[src/rtl/fir_pkg.sv]
// Shared types and helpers for the serial-MAC FIR filter.
package fir_pkg;

  typedef enum logic [1:0] {IDLE, MAC, HOLD} state_t;

  function automatic int clog2(input int n);
    int r;
    r = 1;
    for (int i = 1; i < 31; i++) begin
      if ((1 << i) < n) r = i + 1;
    end
    return r;
  endfunction

  // Clamp to an out_w-bit signed range; the caller keeps the low out_w bits, so saturate=0 wraps.
  function automatic logic signed [63:0] sat_value(input logic signed [63:0] v, input int out_w,
                                                   input logic saturate);
    logic signed [63:0] hi, lo;
    hi = (64'sd1 <<< (out_w - 1)) - 64'sd1;
    lo = -hi - 64'sd1;
    sat_value = v;
    if (saturate && out_w < 64) begin
      if (v > hi) sat_value = hi;
      else if (v < lo) sat_value = lo;
    end
  endfunction

  function automatic logic sat_hit(input logic signed [63:0] v, input int out_w,
                                   input logic saturate);
    logic signed [63:0] hi, lo;
    hi = (64'sd1 <<< (out_w - 1)) - 64'sd1;
    lo = -hi - 64'sd1;
    return saturate && (out_w < 64) && ((v > hi) || (v < lo));
  endfunction

endpackage

[src/rtl/fir_scale_sat.sv]
// Final-sum scaling: floor shift, then clamp or wrap to the output width.
module fir_scale_sat
  import fir_pkg::*;
#(
  parameter int ACC_W    = 27,
  parameter int OUT_W    = 32,
  parameter int SHIFT    = 0,
  parameter int SATURATE = 1
) (
  input  logic [ACC_W-1:0] acc,
  output logic [OUT_W-1:0] result,
  output logic             clamped
);

  logic signed [ACC_W-1:0] shifted;
  logic signed [63:0]      wide;

  always_comb begin
    shifted = $signed(acc) >>> SHIFT;
    wide    = 64'(shifted);
    result  = OUT_W'(sat_value(wide, OUT_W, SATURATE != 0));
    clamped = sat_hit(wide, OUT_W, SATURATE != 0);
  end

endmodule

[src/rtl/fir_mac_serial.sv]
// N-tap FIR with programmable coefficients, evaluated one tap per cycle on a single MAC.
module fir_mac_serial
  import fir_pkg::*;
#(
  parameter int NTAPS    = 8,
  parameter int DATA_W   = 16,
  parameter int COEF_W   = 8,
  parameter int OUT_W    = 32,
  parameter int ACC_W    = DATA_W + COEF_W + clog2(NTAPS),
  parameter int SHIFT    = 0,
  parameter int SATURATE = 1,
  parameter int COEF_RST = 16
) (
  input  logic                      CLK,
  input  logic                      RST,
  input  logic                      ENABLE,
  input  logic [DATA_W-1:0]         input_data,
  input  logic                      in_valid,
  output logic                      in_ready,
  output logic [OUT_W-1:0]          output_data,
  output logic                      out_valid,
  input  logic                      out_ready,
  output logic                      sat_flag,
  output logic [DATA_W-1:0]         sampleT,
  input  logic                      coef_we,
  input  logic [clog2(NTAPS)-1:0]   coef_addr,
  input  logic [COEF_W-1:0]         coef_data,
  output logic                      coef_rej
);

  localparam int AW = clog2(NTAPS);

  state_t state, state_nxt;

  logic signed [DATA_W-1:0]        samples [NTAPS];
  logic signed [COEF_W-1:0]        coefs   [NTAPS];
  logic signed [ACC_W-1:0]         acc, acc_sum;
  logic signed [DATA_W+COEF_W-1:0] prod;
  logic [AW-1:0]                   k;
  logic [OUT_W-1:0]                scaled;
  logic                            clamped;
  logic                            accept, coef_ok, last_tap;

  assign accept   = in_valid && in_ready;
  assign last_tap = (int'(k) == NTAPS - 1);
  assign coef_ok  = (state == IDLE) && ENABLE && (int'(coef_addr) < NTAPS);
  assign prod     = coefs[k] * samples[k];
  assign acc_sum  = acc + ACC_W'(prod);
  assign sampleT  = samples[0];

  fir_scale_sat #(
    .ACC_W    (ACC_W),
    .OUT_W    (OUT_W),
    .SHIFT    (SHIFT),
    .SATURATE (SATURATE)
  ) u_scale (
    .acc     (acc_sum),
    .result  (scaled),
    .clamped (clamped)
  );

  always_ff @(posedge CLK) begin
    if (!RST) state <= IDLE;
    else      state <= state_nxt;
  end

  // With ENABLE low no transition fires, so the FSM holds its state.
  always_comb begin
    state_nxt = state;
    in_ready  = 1'b0;
    out_valid = 1'b0;
    case (state)
      IDLE: begin
        in_ready = ENABLE && RST;
        if (in_valid && ENABLE && RST) state_nxt = MAC;
      end
      MAC: begin
        if (ENABLE && last_tap) state_nxt = HOLD;
      end
      HOLD: begin
        out_valid = ENABLE;
        if (ENABLE && out_ready) state_nxt = IDLE;
      end
      default: state_nxt = IDLE;
    endcase
  end

  // A coefficient write sharing the accept edge is in place before the first product.
  always_ff @(posedge CLK) begin
    if (!RST) begin
      acc         <= '0;
      k           <= '0;
      output_data <= '0;
      sat_flag    <= 1'b0;
      coef_rej    <= 1'b0;
      for (int i = 0; i < NTAPS; i++) begin
        samples[i] <= '0;
        coefs[i]   <= COEF_W'(COEF_RST);
      end
    end else begin
      coef_rej <= coef_we && !coef_ok;
      if (coef_we && coef_ok) coefs[coef_addr] <= coef_data;
      if (accept) begin
        samples[0] <= input_data;
        for (int i = 1; i < NTAPS; i++) samples[i] <= samples[i-1];
        acc <= '0;
        k   <= '0;
      end else if (ENABLE && state == MAC) begin
        acc <= acc_sum;
        k   <= k + 1'b1;
        if (last_tap) begin
          output_data <= scaled;
          sat_flag    <= clamped;
        end
      end
    end
  end

endmodule

[config.mk]
export PLATFORM = sky130hd
export DESIGN_NAME = fir_mac_serial
export DESIGN_NICKNAME = d
export VERILOG_FILES = /design/src/rtl/fir_pkg.sv /design/src/rtl/fir_scale_sat.sv /design/src/rtl/fir_mac_serial.sv
export SDC_FILE = /design/constraint.sdc
export NUM_CORES = 1
export LEC_CHECK = 0
export CAP_MARGIN = 40
export CORE_MARGIN = 2
export CORE_UTILIZATION = 40
export CTS_CLUSTER_SIZE = 40
export DETAILED_ROUTE_END_ITERATION = 12
export PLACE_DENSITY = 0.65
export SETUP_SLACK_MARGIN = 0.2
export SYNTH_ARGS = -nofsm -noshare
export SYNTH_HDL_FRONTEND = slang
export SYNTH_SLANG_ARGS = --single-unit
export TNS_END_PERCENT = 30
[constraint.sdc]
create_clock -name CLK -period 17.72 [get_ports CLK]
set_input_delay 4.43 -clock CLK [delete_from_list [all_inputs] [get_ports CLK]]
set_output_delay 4.43 -clock CLK [all_outputs]
set_load 0.05 [all_outputs]
==> impl_results.md <==
- Post-Syn Instances: 1389
- Avg WL per Cell: 18.0 um
- Final hold vios: 0
- Reg2Reg Depth: 18
- Worst Setup End Kind: output pin
- Pre-antenna DRT Iters: 5
- Vias in the first global route: 10.7k
- CTS tree: built
- Final wirelength: 36.1 mm
- PD cells: 120 nW/um^2
- First-pass GRT wire length: 59.0 mm
- Residual DRC: 0
- Vias: 10.4k
- Worst r2r dst: acc[25]$_SDFFE_PP0P_
- Relative slew slack: 39.9%
- Initial drt markers: 729
- Via-to-Cell Ratio: 5.20
- Die area: 42600 um^2
- Synth warn: 0
- Main synth FF type: edfxtp_1
- CTS sink cnt: 256
- Hold/Removal Path Class: reg -> reg
- Fmax: 92.7 MHz
- Worst Path Required: 13.29 ns
- Final Core Density: 45.9%
- Num CTS Buffers: 28
- Leading area contributor after synthesis: edfxtp_1
- Initial Util: 40.3%
- Max-slew violations: 0
- Leakage: 7.78 nW
- Peak VDD IR: 118 uV
- Die Ht: 206 um
- RSZ-0062 raised after global routing: false
- Synthesized area per cell: 11.8 um^2
- Nets: 1692
- Post-synthesis sequential area ratio: 43.0%
- Total Neg Setup Slack: 0 ns
- Synth area leaders: edfxtp_1, fa_1, dfxtp_1, mux4_2, ha_1
- Yosys top cell area share: 35.2%
- Hold_sp: output_data[9]$_SDFFE_PN0P_
- Post-DRT Antenna Nets: 0
- Hold Path End: output_data[9]$_SDFFE_PN0P_
- Antenna violations before repair: 0
- GRT Overall Usage: 17.6%
- Asr flop ratio synth: 0%
- Cts-stage hold buffer count: 0
- Dpl hpwl: 25.3 mm
- CTS Root Cell: clkbuf_16
- Hold Path Depth: 2
- Clk_lat worst skew: 0.58 ns
- Critical path class: in -> out
- Setup violators final: 0
- Yosys reg bits: 256
- PortBufs: 83
- Reg2reg setup slack: 10.59 ns
- Mapped cell area: 16400 um^2
- Pin slew with the least headroom to its limit: 0.901 ns
- Htree depth: 1
- Area Overhead vs Synth: 13.9%
- Setup crit start kind: input port
- Die width: 206 um
- Setup Fix Bufs, Post-CTS: 0
- CTS clk-pin slew, worst paths: 0.06 ns
- Longest Clk Path Bufs: 3
- Cts repair resizes: 0
- WP data arrival: 6.35 ns
- Row cnt: 74
- Post-synth EDFFs: 192
- Final Cycle Share: 60.9%
- CP max FO: 5
- Largest net degree at the start of global routing: 99
- Routability Congestion: 0.845
- Number of distinct library cells after synthesis: 63
- Core ar.: 40600 um^2
- Clock Skews: 0.0218 ns
- # IOs: 85
- Syn nets: 1624
- Status: finished, final reports clean
- Max-cap violations: 0
- GRT overflow: 0
- Final min period: 10.78 ns
- Share of post-route cells with drive strength above 1: 9.77%
- Ant diodes: 0
-- critical path, stage by stage --
cell             delay (ns)
clkdlybuf4s50_1        0.52
nor2b_2                0.23
and3_2                 0.31
clkdlybuf4s50_1        0.85
-- kinds of logic after synthesis --
logic type | share of synthesized area [%]
other | 0.0229
adders and majority gates | 21.8
DFF | 43.0
xor gates and xnor gates | 1.23
muxes | 8.23
buffers and inverters | 5.13
and+or+nand+nor | 15.8
AOI/OAI and AO/OA | 4.79
-- report_power, final --
part | internal [mW] | switching, mW | total [mW] | leakage, nW
clock | 0.313 | 0.244 | 0.557 | 0.412
combinational | 0.397 | 0.590 | 0.987 | 4.88
sequential | 0.680 | 0.0207 | 0.701 | 2.49
-- placed cells by master (no fill, tap or decap), types with 17 or more instances in the layout --
cell type / Yosys / final
fa_1: 140 / 140
ha_1: 62 / 62
a21oi_1: 56 / 56
nor2_1: 95 / 95
and2_1: 92 / 92
clkbuf_16: 0 / 29
and3_1: 102 / 101
dfxtp_1: 64 / 62
inv_1: 138 / 138
nand2_1: 109 / 109
mux2i_1: 20 / 19
buf_4: 7 / 20
o21ai_0: 28 / 28
clkdlybuf4s50_1: 0 / 81
nand3_1: 24 / 24
edfxtp_1: 192 / 192
mux4_2: 48 / 48
nand2b_1: 17 / 17
-- per-layer routing --
| layer | track usage (%) | part of all wire (%) | vias to the layer above |
|---|---|---|---|
| li1 | - | - | 4891 |
| met5 | 0 | 0 | - |
| met3 | 2.81 | 5.7 | 41 |
| met1 | 26.0 | 48 | 5224 |
| met4 | 3.29 | 1.5 | 0 |
| met2 | 27.4 | 45 | 275 |
-- flip-flops by register name, indices dropped and copies added (netlist names), named ones only --
signal and count:
state 2, output_data 28, coef_rej 1, coefs 64, k 3, samples 128, acc 27
-- synth_stat cells (3+ instances only) --
| cell type | number |
|---|---|
| xor2_1 | 9 |
| nor2_1 | 95 |
| and2_1 | 92 |
| mux2i_1 | 20 |
| o21a_1 | 4 |
| nor2b_1 | 14 |
| xnor2_1 | 14 |
| or4_1 | 5 |
| a21oi_1 | 56 |
| mux2_2 | 6 |
| clkbuf_1 | 48 |
| o211ai_1 | 3 |
| o21ai_0 | 28 |
| buf_4 | 7 |
| edfxtp_1 | 192 |
| nand3_1 | 24 |
| a211oi_1 | 9 |
| buf_1 | 4 |
| or2_2 | 8 |
| inv_1 | 138 |
| nand2b_1 | 17 |
| or3_1 | 10 |
| mux4_2 | 48 |
| nand2_1 | 109 |
| nor3_1 | 4 |
| dfxtp_1 | 64 |
| fa_1 | 140 |
| nand4_1 | 6 |
| ha_1 | 62 |
| buf_2 | 12 |
| and3_1 | 102 |
-- final cells by class --
| class | instances | area [um^2] |
|---|---|---|
| clock buffers | 36 | 752 |
| flip-flops and latches | 256 | 7050 |
| fillers | 3713 | 22000 |
| clock inverters | 11 | 108 |
| well taps | 532 | 666 |
| inverters | 139 | 527 |
| multi-input cells | 922 | 8510 |
| repair buffers | 110 | 1060 |
-- how the worst max path moves through the flow --
stage / from / end / cells after the start / slack, ns
detailed placement: ENABLE / in_ready / 4 / 6.92
floorplan: ENABLE / in_ready / 4 / 7.80
global route: ENABLE / in_ready / 4 / 6.82
global placement: ENABLE / in_ready / 4 / 6.94
finish: ENABLE / in_ready / 4 / 6.94
CTS: ENABLE / in_ready / 4 / 6.91
-- stage by stage --
step	power, mW	setup WS, ns	instance area, um^2	hold slack (ns)	instances
global placement	1.67	6.94	17700	0.442	1951
global route	2.41	6.82	18700	0.474	2006
finish	2.24	6.94	18700	0.452	2006
floorplan	1.45	7.80	16400	0.432	1389
CTS	2.26	6.91	18700	0.458	2006
detailed placement	1.68	6.92	17800	0.450	1959
No activity file was read; power rests on OpenSTA's default activity.
